File: src/rtl/dms_lpf_ctrl.sv
// Loop-filter bring-up sequencer: precharge, settle, acquire, track, with
// window-violation fault latching. Outputs are registered decodes of the state.
module dms_lpf_ctrl #(
    parameter int PCHG_CYC   = 64,
    parameter int SETTLE_CYC = 32,
    parameter int LOCK_CYC   = 16,
    parameter int CW         = 8
) (
    input  logic       clk,
    input  logic       rst_n,
    input  logic       en,
    input  logic       vc_hi,
    input  logic       vc_lo,
    input  logic       lock_in,
    output logic       pchg_en,
    output logic       cp_en,
    output logic       locked,
    output logic       fault,
    output logic [2:0] state
);

    typedef enum logic [2:0] {
        IDLE   = 3'd0,
        PCHG   = 3'd1,
        SETTLE = 3'd2,
        ACQ    = 3'd3,
        TRACK  = 3'd4,
        FAULT  = 3'd5
    } st_t;

    localparam logic [CW-1:0] PCHG_LAST   = CW'(PCHG_CYC - 1);
    localparam logic [CW-1:0] SETTLE_LAST = CW'(SETTLE_CYC - 1);
    localparam logic [CW-1:0] LOCK_LAST   = CW'(LOCK_CYC - 1);

    st_t           st, nxt;
    logic [CW-1:0] cnt;
    logic          viol;

    assign viol  = vc_hi | vc_lo;
    assign state = st;

    always_comb begin
        nxt = st;
        if (!en) begin
            nxt = IDLE;
        end else begin
            case (st)
                IDLE:    nxt = PCHG;
                PCHG:    if (cnt == PCHG_LAST) nxt = viol ? FAULT : SETTLE;
                SETTLE:  if (cnt == SETTLE_LAST) nxt = ACQ;
                ACQ: begin
                    if (viol)                              nxt = FAULT;
                    else if (lock_in && cnt == LOCK_LAST) nxt = TRACK;
                end
                TRACK: begin
                    if (viol)          nxt = FAULT;
                    else if (!lock_in) nxt = ACQ;
                end
                FAULT:   nxt = FAULT;
                default: nxt = IDLE;
            endcase
        end
    end

    // Counter saturates instead of wrapping while a state is held indefinitely.
    always_ff @(posedge clk or negedge rst_n) begin
        if (!rst_n) begin
            st      <= IDLE;
            cnt     <= '0;
            pchg_en <= 1'b0;
            cp_en   <= 1'b0;
            locked  <= 1'b0;
            fault   <= 1'b0;
        end else begin
            st <= nxt;
            if (nxt != st || (st == ACQ && !lock_in))
                cnt <= '0;
            else if (cnt != '1)
                cnt <= cnt + 1'b1;
            pchg_en <= (nxt == PCHG);
            cp_en   <= (nxt == ACQ) || (nxt == TRACK);
            locked  <= (nxt == TRACK);
            fault   <= (nxt == FAULT);
        end
    end

endmodule

File: config.mk
export PLATFORM = sky130hd
export DESIGN_NAME = dms_lpf_ctrl
export DESIGN_NICKNAME = d
export VERILOG_FILES = /design/src/rtl/dms_lpf_ctrl.sv
export SDC_FILE = /design/constraint.sdc
export NUM_CORES = 1
export LEC_CHECK = 0
export BUFFER_PORTS_ARGS = -buffer_cell sky130_fd_sc_hd__buf_4
export CAP_MARGIN = 10
export CORE_ASPECT_RATIO = 1.5
export CORE_MARGIN = 1.5
export CORE_UTILIZATION = 35
export CTS_BUF_LIST = sky130_fd_sc_hd__clkbuf_4 sky130_fd_sc_hd__clkbuf_8
export DETAILED_ROUTE_END_ITERATION = 8
export GPL_TIMING_DRIVEN = 0
export RECOVER_POWER = 25
export SETUP_SLACK_MARGIN = 0.1
export SLEW_MARGIN = 20
export SYNTH_ARGS = -nofsm -noshare
export SYNTH_HDL_FRONTEND = slang
export SYNTH_SLANG_ARGS = --single-unit
File: constraint.sdc
create_clock -name clk -period 1.7 [get_ports clk]
set_input_delay 0.34 -clock clk [delete_from_list [all_inputs] [get_ports clk]]
set_output_delay 0.34 -clock clk [all_outputs]
set_load 0.03 [all_outputs]
* Yosys cells after proc, flatten, opt, wreduce, memory -nomap -nowiden
Cells that the tools add are included.
** Storage, ports and cells
- Flip-flop bits (word level) :: 15
- Memory bits (writable) :: 0
- Output and inout port bits :: 7
- Bits in latches :: 0
- Memory bits (read-only) :: 0
- Memories :: 0
** Operators by class
- Multiplexer cells :: 11
- Equal/unequal tests :: 14
- Multipliers :: 0
- Bitwise gates (word level) :: 1
- $lt $le $gt $ge :: 0
- Div/mod/pow operators :: 0
- Reduce and logical (&&, ||, !) cells :: 7
- Add/sub/neg operators :: 1
- Shifts and indexed selects :: 0
** Operators with widths (number)
- 2-to-1 mux 3 bit :: 8
- case mux 3 bit (6 select lines) :: 1
- 2-to-1 mux 8 bit :: 2
- equality test 3 bit, second input constant :: 4
- equality test 3 x 2 -> 1 bit, second input constant :: 3
- adder 8 x 1 -> 8 bit, second input constant :: 1
- equality test 8 x 4 -> 1 bit, second input constant :: 1
- equality test 8 x 5 -> 1 bit, second input constant :: 1
- equality test 8 x 6 -> 1 bit, second input constant :: 1
- != test 8 bit, second input constant :: 1
- equality test 3 x 1 -> 1 bit, second input constant :: 2
- logical NOT 3 bit :: 1
- != test 3 bit :: 1
- logical AND 1 bit :: 2
- logical OR 1 bit :: 2
- nonzero test 2 bit :: 1
- logical NOT 1 bit :: 1
- bitwise OR 1 bit :: 1

* Depth between registers and ports, before layout
Gate-level depths: netlist (run 1).
- Depth in word-level cells :: 9
- Mapped depth :: 8
- Mapped depth without buffers :: 7

* Least setup slack after synthesis (run 1)
Ideal clock, no wire load.
- Kind :: register to register
- Start :: reg cnt[0]
- End :: reg cnt[7]
- Period minus slack after synthesis :: 1862 ps
- Path slack :: -162 ps
- Data required time :: 1604 ps
- Cell stages (with the launch flop) :: 8
- Data arrival time :: 1767 ps
- Library setup time :: 96 ps
- Cells stage by stage :: dfrtp_1 > ha_1 > and3_1 > buf_6 > and4_1 > a311oi_2 > nand2_1 > nor4_2
** On the way
- Word-level cells in the longest chain between the ends :: 9
** Ends and longest elaborated chain
- from (decl) :: RTL line 36 : logic [CW-1:0] cnt;
- from (signal assigned) :: RTL line 79 : cnt <= cnt + 1'b1;
- equality test 8 x 4 -> 1 bit :: RTL line 53 : else if (lock_in && cnt == LOCK_LAST) nxt = TRACK;
- logical AND 1 bit :: RTL line 53
- 2-to-1 mux 3 bit :: RTL line 53
- 2-to-1 mux 3 bit :: RTL line 52 : if (viol) nxt = FAULT;
- case mux 3 bit (6 select lines) :: RTL line 47 : case (st)
- 2-to-1 mux 3 bit :: RTL line 44 : if (!en) begin
- != test 3 bit :: RTL line 76 : if (nxt != st || (st == ACQ && !lock_in))
- logical OR 1 bit :: RTL line 76
- 2-to-1 mux 8 bit / nonzero test 2 bit (equally long branches)
Several ways; a longest one is shown, not always the timed one. The select of a mux whose other input is x is not followed.
A chain may end at the register's enable or synchronous reset.

* Final worst setup path (run 1)
- Start :: reg cnt[0]
- End :: reg cnt[2]
Same word-level chain as after synthesis.

==> flow_summary.yaml, run 1 <==
floorplan:
  core_um2: 2705
  start_util_pct: 36.86
  ioPinCount: 13
  num_rows: 23
  die_w_um: 46.58
  die_y_um: 68.38
  die_area_um2: 3185
global_route:
  grt-busiest-layer: "met2"
  grt_use_met1_pct: 22.46
  grt_pass1_wl_mm: 4.243
  grt-ovfl-total: 0
  global_route.usage.met3_pct: 3.166
  grt_pass1_vias: 910
  antenna_found_initial: 0
  grt_max_degree: 16
  met2_usage_pct: 31.08
  grt.total_usage_pct: 19.16
worst_setup_path:
  worstPathRequired_ns: 1.87
  cp.arrival_ns: 2.13
  start_kind: "flop"
  crit_type: "reg -> reg"
  cp-end-kind: "flop"
  cp_max_fo: 5
timing:
  period_minus_slack_ns: 1.956
  worstMarginPinSlew_ns: 0.8680
  layout_setup_ws_ns: -0.2560
  slew_viol_final: 0
  max_freq_mhz: 511.2
  hold_viol_final: 0
  grt_setup_unrepaired: "yes"
  skew_ns: 0.004485
  period_share_pct: 115.1
  setup-violations-final: 11
  timing.slew.headroom_pct: 42.14
layout:
  diodes: 0
  nNetsFinal: 144
  multi_input_comb_area_um2: 718.2
  synthToLayoutAreaGrowth_pct: 44.17
  drive_gt1_share_pct: 46.32
  nFillCells: 262
  seq_area_um2: 379.1
  fin_area_um2: 1438
logic_synthesis:
  synthesis.area_um2: 997.2
  ys.flop_type: "dfrtp_1"
  synth_edf_count: 0
  ys_ff_latch: 15
  synth_mux_area_share_pct: 2.133
  avgSynthCellArea_um2: 9.408
  synthAdderAreaFrac_pct: 2.384
  synth_top_family_by_area: "simple AND/OR/NAND/NOR gates"
  synth_compound_area_share_pct: 15.68
  synth-simple-area-share_pct: 35.38
  async_reset_ff_share_pct: 100.0
  synth-xor-area-share_pct: 3.388
  ys_seq_area_share_pct: 37.64
  synthDistinctLibCells: 45
  synth_warnings: 0
  syn_inst: 106
  syn_nets: 113
detailed_routing:
  wire_per_inst_um: 14.75
  drc: 0
  viasPerCell: 5.399
  final_antenna_net_count: 0
  drt_iter0_drc: 9
  wirelength_mm: 2.551
  first_pass_iters: 4
  vias: 934
place:
  port_buffers: 12
  dp_hpwl_mm: 1.725
  gp_congestion: 0.8500
  post_dp_cell_area_um2: 1186
  place_ws_ns: -0.3899
pwr:
  p_int_w: 0.0006688
  p_switching_w: 0.0002519
  power-per-cell-area_nw_per_um2: 640.4
  switching_share_pct: 27.36
  leakagePower_nw: 0.5832
  peakVddDrop_mv: 0.4977
  power_frac_seq_pct: 43.4
  pwr-share-comb_pct: 23.1
  share_clk_of_total_power_pct: 33.5
flow_run:
  maxCapViolations: 0
cts:
  ctsHtreeMaxLevel: 1
  clk_pin_slew_ns: 0.06
  cts_buffer_depth: 2
  worstSkewPairLatency_ns: 0.25
  cts-root-buf: "clkbuf_8"
  cts_tree: "yes"
  cts.sinks: 15
  cts_made_buffers: 3
outcome:
  status: "finished with violations"
  violations: "setup timing"
hold_path:
  timing.hold.worst.class: "in -> reg"
[worst paths after layout]
path	to	startpoint	cells after the start	slack (ns)
setup / recovery	cnt[2]	cnt[0]	8	-0.26
hold / removal	state[2]	en	3	0.36
setup reg to reg	cnt[2]	cnt[0]	8	-0.26
hold reg to reg	cnt[2]	cnt[2]	2	0.63
max in group asynchronous	state[0]	rst_n	2	0.40
min in group asynchronous	cnt[1]	rst_n	2	0.71
[synthesized netlist by cell type (2+ instances only)]
library cell / count / area, µm²
nand4_1: 4 / 25.02
nand3_1: 9 / 45.04
buf_2: 3 / 15.01
nor3_1: 8 / 40.04
nor3b_1: 3 / 22.52
inv_1: 2 / 7.510
o21ai_0: 4 / 20.02
nor2_1: 9 / 33.78
nand2_1: 7 / 26.28
dfrtp_1: 15 / 375.4
nand3b_1: 3 / 22.52
a21oi_1: 2 / 10.01
and3_1: 3 / 18.77
and2_1: 3 / 18.77
[logic make-up (layout without fill, tap and decap cells)]
kind of cell             Yosys count  in the layout
AO/OA/AOI/OAI                     18             18
XOR/XNOR                           3              3
adder cells (fa/ha/maj)            2              2
buffers and inverters              6             36
flip-flops                        15             15
multiplexers                       2              2
AND/OR/NAND/NOR                   60             60
[per-layer routing]
layer	vias to the layer above	share of wire, %
met5	-	0
met4	0	3.1
met3	7	1.9
met2	13	53
met1	459	42
li1	455	-
[final cells by class]
class | count | area share (%)
Tap cell | 37 | 3.220
Sequential cell | 15 | 26.37
Clock buffer | 4 | 3.394
Buffer | 4 | 2.437
Inverter | 2 | 0.5222
Timing Repair Buffer | 26 | 14.10
Multi-Input combinational cell | 85 | 49.96
[state kept, by name (all words and copies together), names as in the netlist]
signal / count
state: 3
cp_en: 1
cnt: 8
locked: 1
fault: 1
pchg_en: 1
[placed cells by master, fill, tap and decap left out, types with 3 or more instances in the layout]
master / netlist / routed
nor3_1: 8 / 4
o21ai_0: 4 / 3
nor3b_1: 3 / 3
nor3_2: 0 / 3
dfrtp_2: 0 / 3
nand4_1: 4 / 4
dfrtp_1: 15 / 12
nor2_1: 9 / 9
nand2_1: 7 / 6
buf_4: 0 / 21
clkbuf_8: 0 / 3
nand3b_1: 3 / 3
nand3_1: 9 / 6
buf_6: 1 / 5
[critical path, stage by stage (launching register included)]
cell and delay, ns:
dfrtp_1 0.39, ha_2 0.20, and3_4 0.15, buf_6 0.13
and4_4 0.16, a311oi_4 0.40, nand2_2 0.16, buf_6 0.15
nor3_1 0.12
[per-stage QoR]
step | util (%) | total power, W | hold slack, ns | cells | setup TNS (ns)
global placement | 43.85 | 0.0005679 | 0.2037 | 155 | -2.575
floorplan | - | 0.0005209 | 0.04441 | 106 | -0.3606
detailed placement | 43.85 | 0.0005737 | 0.2091 | 155 | -2.787
finish | 53.15 | 0.0009207 | 0.3558 | 173 | -1.955
CTS | 50.97 | 0.0009036 | 0.3388 | 169 | -1.598
global route | 53.15 | 0.0009771 | 0.3747 | 173 | -2.963
[what timing repair did]
item                                    4_1_cts  5_1_grt
hold buffers                                  1        0
pin swaps                                    10        8
gates cloned                                  1        0
gates resized for setup                      12        7
hold endpoints to repair                     15        0
buffers inserted                              8        4
endpoints found under the setup margin       13       14
[power groups by stage]
| stage | sequential [W] | clock [W] | combinational, W |
|---|---|---|---|
| 2_1_floorplan | 0.000412 | 0 | 0.000108 |
| 3_3_place_gp | 0.000406 | 0 | 0.000162 |
| 3_5_place_dp | 0.000407 | 0 | 0.000166 |
| 4_1_cts | 0.000399 | 0.000311 | 0.000194 |
| 5_1_grt | 0.000403 | 0.000340 | 0.000235 |
| 6_report | 0.000400 | 0.000309 | 0.000212 |
Note: power is estimated with default switching activity, not from simulation.
==> run 2, diff against run 1 <==
CELL_PAD_IN_SITES_DETAIL_PLACEMENT = 1   (was unset)
CELL_PAD_IN_SITES_GLOBAL_PLACEMENT = 1   (was unset)
PLACE_DENSITY_LB_ADDON = 0.1   (was unset)
==> run 2 against run 1 <==
Effect of this change:
- the flow still finishes with violations (setup timing)
- final area rose by 3.6%
- routed wire length rose by 27%
- sequential share of layout area fell by 0.91 points
==> flow_summary.yaml, run 2 (same netlist as run 1, synthesis figures left out) <==
floorplan:
  start_util_pct: 36.86
  core_um2: 2705
  ioPinCount: 13
  num_rows: 23
  die_area_um2: 3185
  die_y_um: 68.38
  die_w_um: 46.58
worst_setup_path:
  r2r_setup_slack_ns: -0.25
  max_stage_delay_ns: 0.40
  r2r_end: "cnt[5]"
  r2r_cells: 6
  cp-end-kind: "flop"
  worstPathRequired_ns: 1.83
  crit_type: "reg -> reg"
  start_kind: "flop"
  cp_top_family: "simple AND/OR/NAND/NOR gates"
  path_cells: "buf_2 > and2b_2 > nand4_1 > a31oi_4 > xor2_4 > nor3b_1"
  slowest_stage: "dfrtp_2"
  cp_max_fo: 10
  cp_num_buf_inv: 1
  cp.arrival_ns: 2.08
  r2r_start: "state[1]"
timing:
  max_freq_mhz: 512.6
  period_share_pct: 114.7
  slew_viol_final: 0
  hold_viol_final: 0
  period_minus_slack_ns: 1.951
  worstMarginPinSlew_ns: 0.9057
  setup-violations-final: 12
  fin_setup_tns_ns: -2.170
  layout_setup_ws_ns: -0.2507
  skew_ns: 0.003640
  timing.slew.headroom_pct: 39.62
  grt_setup_unrepaired: "yes"
place:
  dp_hpwl_mm: 2.037
  place_ws_ns: -0.4704
  port_buffers: 12
  gp_congestion: 0.7848
  post_dp_cell_area_um2: 1186
  dp.cells: 155
layout:
  nNetsFinal: 148
  final_common_cell: "buf_4"
  fin_area_um2: 1489
  final_cell_mix: "buf_4, dfrtp_1, nor2_1, nand2_1"
  synthToLayoutAreaGrowth_pct: 49.31
  regMostFlops: "cnt"
  largest_reg_flops: 8
  final_cells: 177
  drive_gt1_share_pct: 52.86
  diodes: 0
  final_util_pct: 55.04
global_route:
  grt_pass1_wl_mm: 4.719
  grt.total_usage_pct: 21.59
  grt_pass1_vias: 990
  grt-ovfl-total: 0
  grt_max_degree: 16
  antenna_found_initial: 0
cts:
  cts_buffer_depth: 2
  worstSkewPairLatency_ns: 0.26
  ctsHtreeMaxLevel: 1
  cts.sinks: 15
  cts_tree: "yes"
  cts_made_buffers: 3
  clk_pin_slew_ns: 0.07
  cts-root-buf: "clkbuf_8"
outcome:
  violations: "setup timing"
  status: "finished with violations"
detailed_routing:
  wire_per_inst_um: 18.31
  wirelength_mm: 3.240
  final_antenna_net_count: 0
  vias: 974
  first_pass_iters: 3
  drc: 0
  viasPerCell: 5.503
  drt_iter0_drc: 13
hold_path:
  min-delay-start: "en"
  timing.hold.worst.class: "in -> reg"
  min_delay_path_depth: 3
  hold_end: "state[2]"
flow_run:
  maxCapViolations: 0
pwr:
  peakVddDrop_mv: 0.6361
  leakagePower_nw: 0.6325
  power-per-cell-area_nw_per_um2: 639.7
-- run 2: changes by cell type in the layout (fill, tap and decap cells not counted), sizes merged --
cell	before	now
buf	28	32
-- run 2: through the flow --
| stage | power (W) | hold WS [ns] |
|---|---|---|
| floorplan | 0.0005209 | 0.04441 |
| global placement | 0.0005696 | 0.2046 |
| detailed placement | 0.0005749 | 0.2090 |
| CTS | 0.0009228 | 0.3763 |
| global route | 0.0009917 | 0.3869 |
| finish | 0.0009525 | 0.3749 |
-- run 2: per-layer routing --
metal	vias to the layer above	track usage [%]	part of all wire (%)
met2	13	36.98	59
met3	5	2.375	1.6
met4	0	13.93	2.3
met1	494	24.23	37
met5	-	0	0
li1	462	-	-
-- run 2: worst max-delay path by stage --
stage | from | endpoint | slack [ns] | cells past startpoint
CTS | cnt[1] | cnt[7] | -0.20 | 7
global placement | cnt[0] | cnt[0] | -0.43 | 8
detailed placement | cnt[0] | cnt[4] | -0.47 | 8
global route | cnt[6] | cnt[5] | -0.36 | 6
floorplan | cnt[0] | cnt[7] | -0.08 | 8
finish | state[1] | cnt[5] | -0.25 | 6
-- run 2: worst register-to-register path: cells and delay by family, from the launching register on --
kind,cells,cell delay [ns]
simple gates,3,0.60
xor+xnor,1,0.33
flops,1,0.40
buf+inv,1,0.23
compound gates,1,0.28
-- run 2: where the power goes --
| part | leakage, nW | internal [W] | switching, W |
|---|---|---|---|
| Combinational | 0.408 | 0.000117 | 0.000113 |
| Sequential | 0.199 | 0.000382 | 0.0000173 |
| Clock | 0.0262 | 0.000183 | 0.000140 |
-- run 2: area by class of cell --
| type | count | area [µm²] |
|---|---|---|
| flip-flops and latches | 15 | 379.1 |
| plain buffers | 4 | 35.03 |
| multi-input cells | 85 | 739.5 |
| well taps | 37 | 46.29 |
| fillers | 322 | 1216 |
| clock buffers | 4 | 48.80 |
| repair buffers | 30 | 232.7 |
| inverters | 2 | 7.507 |
-- run 2: what timing repair did --
action | in CTS | in global routing
buffers inserted | 9 | 7
gates cloned | 0 | 1
hold buffers | 1 | 0
setup endpoints to repair | 14 | 15
endpoints found under the hold margin | 15 | 0
pin swaps | 11 | 12
resized for setup | 10 | 17
==> run 3, diff against run 2 <==
ABC_AREA = 1   (was unset)
clock period = 1.8 ns   (was 1.7 ns; I/O delays follow)
==> run 3 against run 2 <==
Effect of this change:
- the flow now finishes without violations
- die area rose by 5.1%
- routed wire length fell by 15%
- sequential power fell by 6.5%
- clock skew rose by 0.0040 ns
- non-clock buffer count fell by 9
- final cell count rose by 15%
- combinational power fell by 27%
- critical endpoint is now cnt[2]
- largest cell class unchanged
==> flow_summary.yaml, run 3 <==
detailed_routing:
  final_antenna_net_count: 0
  m1WireLength_mm: 1.011
  top_layer_used: "met4"
  met3_length_um: 55
  drc: 0
  wl_met2_mm: 1.628
  wirelength_mm: 2.764
  wire_per_inst_um: 13.55
  viasPerCell: 4.755
  first_pass_iters: 2
  drt_iter0_drc: 7
  vias: 970
worst_setup_path:
  start_kind: "flop"
  cp.arrival_ns: 1.88
  cp-end-kind: "flop"
  slowest_stage: "dfrtp_1"
  crit_type: "reg -> reg"
  endpoint: "cnt[2]"
  r2r_end: "cnt[2]"
  r2r_start: "cnt[5]"
  cp_top_family: "simple AND/OR/NAND/NOR gates"
  r2r_cells: 10
  path_cells: "nor3_2 > nand2_1 > nor2_1 > nor2_2 > nand3_4 > nand2_4 > nand2_2 > nand2_1 > nand2_4 > nor3_2"
  cp_max_fo: 8
  worstPathRequired_ns: 1.94
  cp_num_buf_inv: 0
  max_stage_delay_ns: 0.44
  crit_path_start: "cnt[5]"
  r2r_setup_slack_ns: 0.06
  critical_path_depth: 10
global_route:
  grt_max_degree: 16
  antenna_found_initial: 0
  grt_pass1_vias: 1019
  grt-ovfl-total: 0
  grt.total_usage_pct: 18.11
  grt_pass1_wl_mm: 4.367
layout:
  diodes: 0
  drive_gt1_share_pct: 48.48
  fin_area_um2: 1470
  nFillCells: 368
  final_common_cell: "nand2_1"
  synthToLayoutAreaGrowth_pct: 39.88
  final_cells: 204
  regMostFlops: "cnt"
  largest_reg_flops: 8
  final_cell_mix: "nand2_1, buf_4, inv_1, nand2_2"
  nNetsFinal: 173
place:
  dp_hpwl_mm: 1.883
  port_buffers: 12
  dp.cells: 188
  gp_congestion: 0.8284
  place_ws_ns: -0.01577
  post_dp_cell_area_um2: 1190
hold_path:
  min-delay-start: "en"
  timing.hold.worst.class: "in -> reg"
cts:
  cts-root-buf: "clkbuf_8"
  worstSkewPairLatency_ns: 0.25
  ctsHtreeMaxLevel: 1
  cts_made_buffers: 3
  cts.sinks: 15
  cts_tree: "yes"
  clk_pin_slew_ns: 0.07
  cts_buffer_depth: 2
floorplan:
  die_area_um2: 3347
  core_um2: 2883
  start_util_pct: 36.46
  die_w_um: 47.74
  die_y_um: 70.12
  num_rows: 24
  ioPinCount: 13
timing:
  layout_setup_ws_ns: 0.05964
  grt_setup_unrepaired: "yes"
  max_freq_mhz: 574.6
  period_share_pct: 96.69
  setup-violations-final: 0
  holdWs_ns: 0.4199
  slew_viol_final: 0
  period_minus_slack_ns: 1.740
  timing.slew.headroom_pct: 42.96
  worstMarginPinSlew_ns: 0.8556
  fin_setup_tns_ns: 0
  skew_ns: 0.007665
  hold_viol_final: 0
pwr:
  power-per-cell-area_nw_per_um2: 572.7
  peakVddDrop_mv: 0.4439
  power_frac_seq_pct: 44.3
  p_switching_w: 0.0002412
  share_clk_of_total_power_pct: 35.6
  pwr-share-comb_pct: 20.1
  leakagePower_nw: 0.6721
  p_int_w: 0.0006008
  switching_share_pct: 28.64
logic_synthesis:
  synthDistinctLibCells: 23
  synth_area_leader_cell: "dfrtp_1"
  synth_warnings: 0
  syn_inst: 137
  synth.top_cell.area_share_pct: 35.71
  ys_seq_area_share_pct: 35.71
  synth_edf_count: 0
  synth_common_cells: "nand2_1, nor2_1, dfrtp_1"
  avgSynthCellArea_um2: 7.672
  synthesis.area_um2: 1051
  ys.flop_type: "dfrtp_1"
  async_reset_ff_share_pct: 100.0
  synth_area_leaders: "dfrtp_1, nand2_1, nor3_2, nand3_1, nor2_1"
  synth_most_common_cell: "nand2_1"
  syn_nets: 144
  ys_ff_latch: 15
outcome:
  status: "finished, final reports clean"
flow_run:
  maxCapViolations: 0
[run 3: changes by cell type after synthesis, sizes merged, moves of 3 or more]
cell    change
inv        +16
nor3        +4
nor3b       -4
and2        -3
nand3       +7
and3        -3
nor2       +12
buf         -3
nand3b      -3
nand4       -5
nand2      +36
[run 3: stage by stage]
step,utilization (%),power (W)
5_1_grt,51.00,0.0008882
3_5_place_dp,41.28,0.0005003
4_1_cts,45.66,0.0008256
6_report,51.00,0.0008419
3_3_place_gp,41.28,0.0004938
2_1_floorplan,-,0.0004549
[run 3: cell families (layout without fill, tap and decap cells)]
logic type                 count (synthesis)  in the layout  synth area share, %
xor gates and xnor gates                   4              4                3.334
DFF                                       15             15                35.71
buffers and inverters                     20             48                7.499
AOI/OAI and AO/OA                          4              4                2.142
adders and majority gates                  1              1                1.190
and+or+nand+nor                           93             93                50.12
[run 3: cell type report]
class / instances / area [µm²] / area share [%]
tap: 39 / 48.80 / 3.319
timing repair buffer: 24 / 182.7 / 12.43
clock buffer: 4 / 48.80 / 3.319
inverter: 19 / 71.32 / 4.851
buffer: 1 / 11.26 / 0.7660
multi-input combinational: 102 / 729.5 / 49.62
sequential: 15 / 377.9 / 25.70
[run 3: worst min path at each step]
stage | to | cells after the start
global route | fault | 3
detailed placement | fault | 1
CTS | state[2] | 3
floorplan | cnt[0] | 0
global placement | fault | 1
finish | fault | 3
[run 3: worst min-delay path, cell delays in order]
cell     delay (ns)
buf_4          0.16
nand2_4        0.07
nor2_1         0.04
[run 3: power groups by stage]
stage | registers [W] | logic (W) | clock network, W
2_1_floorplan | 0.000380 | 0.0000750 | 0
3_3_place_gp | 0.000376 | 0.000118 | 0
3_5_place_dp | 0.000376 | 0.000124 | 0
4_1_cts | 0.000373 | 0.000154 | 0.000299
5_1_grt | 0.000376 | 0.000190 | 0.000322
6_report | 0.000373 | 0.000169 | 0.000300
[run 3: timing repair]
item | 4_1_cts | 5_1_grt
endpoints found under the setup margin | 8 | 8
buffers inserted | 4 | 8
pin swaps | 3 | 16
hold buffers | 1 | 0
hold endpoints to repair | 15 | 0
gates resized for setup | 8 | 24
[run 3: metal layers]
layer | track usage (%) | vias up
met3 | 3.359 | 6
met2 | 31.26 | 12
met1 | 19.51 | 467
met5 | 0 | -
li1 | - | 485
met4 | 8.709 | 0
